File: config.mk
export PLATFORM = sky130hd
export DESIGN_NAME = audio_dac_serializer
export DESIGN_NICKNAME = d
export VERILOG_FILES = /design/src/rtl/audio_dac_serializer.sv
export SDC_FILE = /design/constraint.sdc
export NUM_CORES = 1
export LEC_CHECK = 0
export CAP_MARGIN = 30
export CORE_ASPECT_RATIO = 0.8
export CORE_UTILIZATION = 50
export CTS_CLUSTER_SIZE = 28
export DETAILED_ROUTE_END_ITERATION = 10
export GPL_TIMING_DRIVEN = 1
export PLACE_DENSITY = 0.77
export SLEW_MARGIN = 20
export SYNTH_ARGS = -nofsm -noshare
export SYNTH_HDL_FRONTEND = slang
export SYNTH_SLANG_ARGS = --single-unit
File: constraint.sdc
create_clock -name clk -period 12.7 [get_ports clk]
set_input_delay 1.905 -clock clk [delete_from_list [all_inputs] [get_ports clk]]
set_output_delay 1.905 -clock clk [all_outputs]
set_load 0.005 [all_outputs]
File: src/rtl/audio_dac_serializer.sv
`default_nettype none
// ============================================================================
// Module   : audio_dac_serializer
// Brief    : Stereo FIFO feeding an I2S DAC serializer clocked by external BCLK/LRCK.
// Revision : 1.0
// ============================================================================
module audio_dac_serializer #(
  parameter int WIDTH      = 24,
  parameter int FIFO_DEPTH = 8
) (
  input  logic                          clk,
  input  logic                          reset,
  input  logic                          bclk_in,
  input  logic                          daclrck_in,
  input  logic                          write,
  input  logic [WIDTH-1:0]              writedata_left,
  input  logic [WIDTH-1:0]              writedata_right,
  output logic                          write_ready,
  output logic                          dacdat,
  output logic [$clog2(FIFO_DEPTH):0]   fifo_level,
  output logic                          underflow
);

  localparam int c_aw = $clog2(FIFO_DEPTH);
  localparam int c_cw = $clog2(WIDTH + 1);
  localparam logic [c_aw:0]   c_depth = (c_aw + 1)'(FIFO_DEPTH);
  localparam logic [c_cw-1:0] c_width = c_cw'(WIDTH);

  localparam logic [1:0] c_st_idle  = 2'd0;
  localparam logic [1:0] c_st_left  = 2'd1;
  localparam logic [1:0] c_st_right = 2'd2;
  localparam logic [1:0] c_st_pad   = 2'd3;

  logic r_bclk_s1, r_bclk_s2, r_bclk_h;
  logic r_lrck_s1, r_lrck_s2;
  logic r_lrck_cur, r_lrck_prev;
  logic w_rise, w_fall, w_left_start, w_right_start;

  always_ff @(posedge clk) begin
    if (reset) begin
      r_bclk_s1   <= 1'b0;
      r_bclk_s2   <= 1'b0;
      r_bclk_h    <= 1'b0;
      r_lrck_s1   <= 1'b0;
      r_lrck_s2   <= 1'b0;
      r_lrck_cur  <= 1'b0;
      r_lrck_prev <= 1'b0;
    end else begin
      r_bclk_s1 <= bclk_in;
      r_bclk_s2 <= r_bclk_s1;
      r_bclk_h  <= r_bclk_s2;
      r_lrck_s1 <= daclrck_in;
      r_lrck_s2 <= r_lrck_s1;
      if (w_rise) begin
        r_lrck_cur  <= r_lrck_s2;
        r_lrck_prev <= r_lrck_cur;
      end
    end
  end

  // Boundaries are acted on at the fall after LRCK was captured, giving the I2S one-bit delay.
  assign w_rise        = r_bclk_s2 & ~r_bclk_h;
  assign w_fall        = ~r_bclk_s2 & r_bclk_h;
  assign w_left_start  = w_fall & r_lrck_prev & ~r_lrck_cur;
  assign w_right_start = w_fall & ~r_lrck_prev & r_lrck_cur;

  logic [WIDTH-1:0] r_mem_l [FIFO_DEPTH];
  logic [WIDTH-1:0] r_mem_r [FIFO_DEPTH];
  logic [c_aw-1:0]  r_wr_ptr, r_rd_ptr;
  logic [c_aw:0]    r_count;
  logic             w_empty, w_full, w_push, w_pop;

  assign w_empty     = (r_count == '0);
  assign w_full      = (r_count == c_depth);
  assign w_push      = write & ~w_full;
  assign w_pop       = w_left_start & ~w_empty;
  assign write_ready = ~w_full;
  assign fifo_level  = r_count;

  always_ff @(posedge clk) begin
    if (w_push) begin
      r_mem_l[r_wr_ptr] <= writedata_left;
      r_mem_r[r_wr_ptr] <= writedata_right;
    end
  end

  always_ff @(posedge clk) begin
    if (reset) begin
      r_wr_ptr <= '0;
      r_rd_ptr <= '0;
      r_count  <= '0;
    end else begin
      if (w_push) r_wr_ptr <= r_wr_ptr + 1'b1;
      if (w_pop)  r_rd_ptr <= r_rd_ptr + 1'b1;
      case ({w_push, w_pop})
        2'b10:   r_count <= r_count + 1'b1;
        2'b01:   r_count <= r_count - 1'b1;
        default: r_count <= r_count;
      endcase
    end
  end

  logic [1:0]       r_state, w_state_nxt;
  logic [WIDTH-1:0] r_shift_l, r_shift_r, w_shift_l_nxt, w_shift_r_nxt;
  logic [WIDTH-1:0] w_load_l, w_load_r;
  logic [c_cw-1:0]  r_bitcnt, w_bitcnt_nxt;
  logic             r_dacdat, w_dacdat_nxt;
  logic             r_underflow, w_underflow_nxt;

  always_ff @(posedge clk) begin
    if (reset) begin
      r_state     <= c_st_idle;
      r_shift_l   <= '0;
      r_shift_r   <= '0;
      r_bitcnt    <= '0;
      r_dacdat    <= 1'b0;
      r_underflow <= 1'b0;
    end else begin
      r_state     <= w_state_nxt;
      r_shift_l   <= w_shift_l_nxt;
      r_shift_r   <= w_shift_r_nxt;
      r_bitcnt    <= w_bitcnt_nxt;
      r_dacdat    <= w_dacdat_nxt;
      r_underflow <= w_underflow_nxt;
    end
  end

  always_comb begin
    w_state_nxt = r_state;
    if (w_left_start)
      w_state_nxt = c_st_left;
    else if (w_right_start && (r_state == c_st_left || r_state == c_st_pad))
      w_state_nxt = c_st_right;
    else if (w_fall && (r_state == c_st_left || r_state == c_st_right) && r_bitcnt == c_width)
      w_state_nxt = c_st_pad;
  end

  // Shift registers hold the bits still to be sent, so the MSB is consumed at load time.
  always_comb begin
    w_load_l        = w_empty ? '0 : r_mem_l[r_rd_ptr];
    w_load_r        = w_empty ? '0 : r_mem_r[r_rd_ptr];
    w_shift_l_nxt   = r_shift_l;
    w_shift_r_nxt   = r_shift_r;
    w_bitcnt_nxt    = r_bitcnt;
    w_dacdat_nxt    = r_dacdat;
    w_underflow_nxt = 1'b0;
    if (w_left_start) begin
      w_dacdat_nxt    = w_load_l[WIDTH-1];
      w_shift_l_nxt   = w_load_l << 1;
      w_shift_r_nxt   = w_load_r;
      w_bitcnt_nxt    = c_cw'(1);
      w_underflow_nxt = w_empty;
    end else if (w_right_start && (r_state == c_st_left || r_state == c_st_pad)) begin
      w_dacdat_nxt  = r_shift_r[WIDTH-1];
      w_shift_r_nxt = r_shift_r << 1;
      w_bitcnt_nxt  = c_cw'(1);
    end else if (w_fall) begin
      case (r_state)
        c_st_left: begin
          if (r_bitcnt == c_width) begin
            w_dacdat_nxt = 1'b0;
          end else begin
            w_dacdat_nxt  = r_shift_l[WIDTH-1];
            w_shift_l_nxt = r_shift_l << 1;
            w_bitcnt_nxt  = r_bitcnt + 1'b1;
          end
        end
        c_st_right: begin
          if (r_bitcnt == c_width) begin
            w_dacdat_nxt = 1'b0;
          end else begin
            w_dacdat_nxt  = r_shift_r[WIDTH-1];
            w_shift_r_nxt = r_shift_r << 1;
            w_bitcnt_nxt  = r_bitcnt + 1'b1;
          end
        end
        default: w_dacdat_nxt = 1'b0;
      endcase
    end
  end

  assign dacdat    = r_dacdat;
  assign underflow = r_underflow;

endmodule
`default_nettype wire

==> impl_metrics.json <==
{
  "seq_area_frac_synth_pct": 72.0,
  "ys_ff_latch": 460,
  "post_cts.repair.setup_buffers": 0,
  "maxCapViolations": 0,
  "share_of_final_layout_standard_cells_stronger_than_drive_strength_1_pct": 13.2,
  "worst-r2r-cell-count": 6,
  "final_critical_path_setup_slack_ns": 8.75,
  "worstPathMaxFanout": 7,
  "p_leak_uw": 0.00612,
  "placement_rows": 61,
  "yosysTopAreaCellShare_pct": 63.6,
  "place_congestion": 0.765,
  "number_of_failing_setup_endpoints_in_the_final_timing_report": 0,
  "drt-initial-drc-count": 1025,
  "yosys_warnings": 0,
  "worst_slew_margin_rel_pct": 34.2,
  "clock_sinks": 460,
  "detail-route-antenna-nets": 0,
  "tns_ns": 0,
  "clkSlewWorstSetupHoldPaths_ns": 0.06,
  "cts_inserted_buffers": 43,
  "timing_worst_setup_path_type": "register to output pin",
  "fmaxAchievable_ghz": 0.253,
  "ys_types": 52,
  "final_period_minus_worst_setup_slack_ns": 3.95,
  "fin_crit_sh_pct": 31.1,
  "synth_cells": 1037,
  "globalRoute.totalOverflow": 0,
  "min_path_type": "register to register",
  "rsz_0062_raised_after_global_routing": "false",
  "status": "finished clean",
  "ys_top_cells_by_area": "sky130_fd_sc_hd__edfxtp_1, sky130_fd_sc_hd__dfxtp_1, sky130_fd_sc_hd__mux2i_1",
  "drc_errors": 0,
  "drtPass1Iterations": 5,
  "worst_ep_arrival_time_ns": 2.05,
  "hold-worst-slack_ns": 0.442,
  "tritoncts_clock_tree": "built",
  "dieHeight_um": 172,
  "first_global_vias": 9852,
  "syn_avg_cell_area_um2": 17.5,
  "hold_viol": 0,
  "swShare_pct": 20.0,
  "clk-insertion-delay-late_ns": 0.56,
  "place_inst": 1517,
  "wire_length_of_the_first_global_routing_pass_um": 59800,
  "preCtsSetupSlack_ns": 8.58,
  "start_util_pct": 51.5,
  "ys.flop_type": "sky130_fd_sc_hd__edfxtp_1",
  "num_antenna_cells": 0,
  "powerDensity_nw_per_um2": 147,
  "clock_tree.root_cell": "sky130_fd_sc_hd__clkbuf_16",
  "io-pin-count": 60,
  "number_of_flops_mapped_to_enable_cells_by_yosys": 384,
  "async_flop_share_pct": 0,
  "fp.dieW_um": 215,
  "finClkSkew_ns": 0.0233,
  "max_slew.worst_pin.slew_ns": 0.982,
  "worst-r2r-setup-slack_ns": 8.85,
  "design.die.area_um2": 37000,
  "area_growth_pct": 12.7,
  "seq_power_share_pct": 55.8,
  "layoutNonFillerInstCount": 1598,
  "drv_slew": 0,
  "finalWirelength_um": 39100,
  "hpwl_um": 22000,
  "cts-htree-levels": 2,
  "netlist_area_um2": 18100,
  "global_routing_usage_summed_across_all_routing_layers_pct": 21.4,
  "power.share.clock_pct": 41.3,
  "route.vias.total": 9829,
  "hold_start": "r_bclk_s1",
  "grt_max_degree": 74,
  "number_of_antenna_violations_at_the_first_check_in_global_routing": 0,
  "io_buffer_count": 59,
  "core_area_um2": 35200,
  "largest_buffer_count_on_any_clock_path": 3,
  "ir_drop_v": 0.000142,
  "synth_fp_nets": 1100,
  "drt-wirelength-per-cell_um": 24.5,
  "power.switching_uw": 601,
  "timing.hold.worst_path_depth": 1,
  "hold_path_end": "r_bclk_s2",
  "r2r_end": "r_shift_r[12]",
  "yosysTopAreaCell": "sky130_fd_sc_hd__edfxtp_1",
  "timing.critical_path.from_type": "register",
  "power.combinational.fraction_pct": 2.9,
  "worstSetupEndpointType": "output pin",
  "detail_route.vias_per_cell": 6.15,
  "nNetsFinal": 1154,
  "timing.critical_path.required_ns": 10.80,
  "cellInternalPower_uw": 2400,
  "fill_cells": 2548,
  "post_cts.resized_instances": 0,
  "holdBufCountCts": 0
}
## worst max-delay path, stage by stage (launching register included)
cell and delay (ns):
sky130_fd_sc_hd__dfxtp_1 0.37, sky130_fd_sc_hd__or4b_1 0.65, sky130_fd_sc_hd__clkdlybuf4s50_1 0.49
## worst max-delay path by stage
stage	start	end
2_1_floorplan	write	r_mem_l[0][0]
3_3_place_gp	write	r_mem_r[4][9]
3_5_place_dp	write	r_mem_r[4][9]
4_1_cts	fifo_level[0]	write_ready
5_1_grt	register	r_shift_r[12]
6_report	fifo_level[0]	write_ready
## synthesized netlist by cell type (2+ instances only)
master / number
sky130_fd_sc_hd__buf_12: 8
sky130_fd_sc_hd__a211oi_2: 2
sky130_fd_sc_hd__nand2_2: 2
sky130_fd_sc_hd__a21oi_1: 31
sky130_fd_sc_hd__xor2_1: 9
sky130_fd_sc_hd__ha_1: 10
sky130_fd_sc_hd__o32ai_1: 2
sky130_fd_sc_hd__a21o_1: 2
sky130_fd_sc_hd__and2_1: 2
sky130_fd_sc_hd__o211ai_1: 17
sky130_fd_sc_hd__buf_1: 2
sky130_fd_sc_hd__nand3_1: 7
sky130_fd_sc_hd__nand4_1: 2
sky130_fd_sc_hd__a22oi_1: 47
sky130_fd_sc_hd__a211oi_1: 27
sky130_fd_sc_hd__inv_1: 6
sky130_fd_sc_hd__nand2b_1: 36
sky130_fd_sc_hd__a32oi_1: 28
sky130_fd_sc_hd__nor3_1: 34
sky130_fd_sc_hd__buf_6: 7
sky130_fd_sc_hd__o21ai_0: 4
sky130_fd_sc_hd__mux4_2: 40
sky130_fd_sc_hd__mux2i_1: 95
sky130_fd_sc_hd__nor2b_1: 10
sky130_fd_sc_hd__buf_2: 22
sky130_fd_sc_hd__mux4_1: 11
sky130_fd_sc_hd__buf_4: 7
sky130_fd_sc_hd__a311oi_1: 17
sky130_fd_sc_hd__clkbuf_2: 2
sky130_fd_sc_hd__nand2_1: 22
sky130_fd_sc_hd__clkbuf_1: 25
sky130_fd_sc_hd__edfxtp_1: 384
sky130_fd_sc_hd__xnor2_1: 2
sky130_fd_sc_hd__dfxtp_1: 76
sky130_fd_sc_hd__nor2_1: 22
## cell usage in the layout (no fill, tap or decap), drive strengths merged, types with 4 or more instances in the layout
cell type,netlist,routed
a211oi,29,29
a21oi,31,31
a22oi,47,47
a311oi,17,17
a32oi,28,28
buf,47,25
clkbuf,27,61
clkdlybuf4s50,0,58
clkinv,0,15
dfxtp,76,76
edfxtp,384,384
ha,10,10
inv,7,8
mux2i,95,95
mux4,51,51
nand2,24,24
nand2b,36,36
nand3,7,7
nor2,22,22
nor2b,10,10
nor3,34,34
o211ai,17,17
o21ai,4,4
xor2,9,9
## routing by layer
layer	part of all wire, %	track usage (%)	up-vias
met5	0	0	-
met4	1.7	5.16	0
met3	8.9	4.31	55
met2	46	33.2	462
met1	44	31.3	5001
li1	-	-	4311
## registers in the layout, indices dropped and copies added (netlist names), named ones only
signal and cells:
r_lrck_s2 1, underflow 1, fifo_level 4, r_lrck_cur 1
r_shift_l 23, r_shift_r 24, r_mem_l 192, r_bitcnt 5
r_rd_ptr 3, dacdat 1, r_bclk_s2 1, r_mem_r 192
r_wr_ptr 3, r_lrck_prev 1, r_state 2, r_bclk_h 1
r_bclk_s1 1, r_lrck_s1 1
## power groups by stage
stage	Sequential (uW)	Clock (uW)	Combinational [uW]
after floorplan	1710	0	36.6
after global placement	1710	0	86.2
after detailed placement	1710	0	88.7
after CTS	1680	1260	89.1
after global routing	1680	1320	95.0
final	1680	1240	88.4
## per-stage QoR
step | utilization [%] | cell area, um2 | total power [uW]
after global routing | 58.0 | 20400 | 3090
after CTS | 58.0 | 20400 | 3030
final | 58.0 | 20400 | 3010
after detailed placement | 54.1 | 19000 | 1800
after global placement | 54.0 | 19000 | 1790
after floorplan | - | 18100 | 1750
## final cells by class
type / count / area [um2] / area share [%]
Sequential cell: 460 / 13100 / 63.9
Multi-Input combinational cell: 496 / 4590 / 22.5
Clock buffer: 61 / 1200 / 5.90
Timing Repair Buffer: 83 / 797 / 3.90
Tap cell: 472 / 591 / 2.89
Clock inverter: 19 / 158 / 0.772
Inverter: 7 / 26.3 / 0.129
## kinds of logic (layout without fill, tap and decap cells)
logic type               Yosys count  count (layout)  share of synthesized area [%]
AO/OA/AOI/OAI                    180             180                           7.43
AND/OR/NAND/NOR                  148             148                           4.40
flip-flops                       460             460                           72.0
buffers and inverters             81             170                           3.06
XOR/XNOR                          11              11                          0.532
adder cells (fa/ha/maj)           10              10                          0.690
multiplexers                     147             147                           11.9
Power figures use the tool's default switching activity.
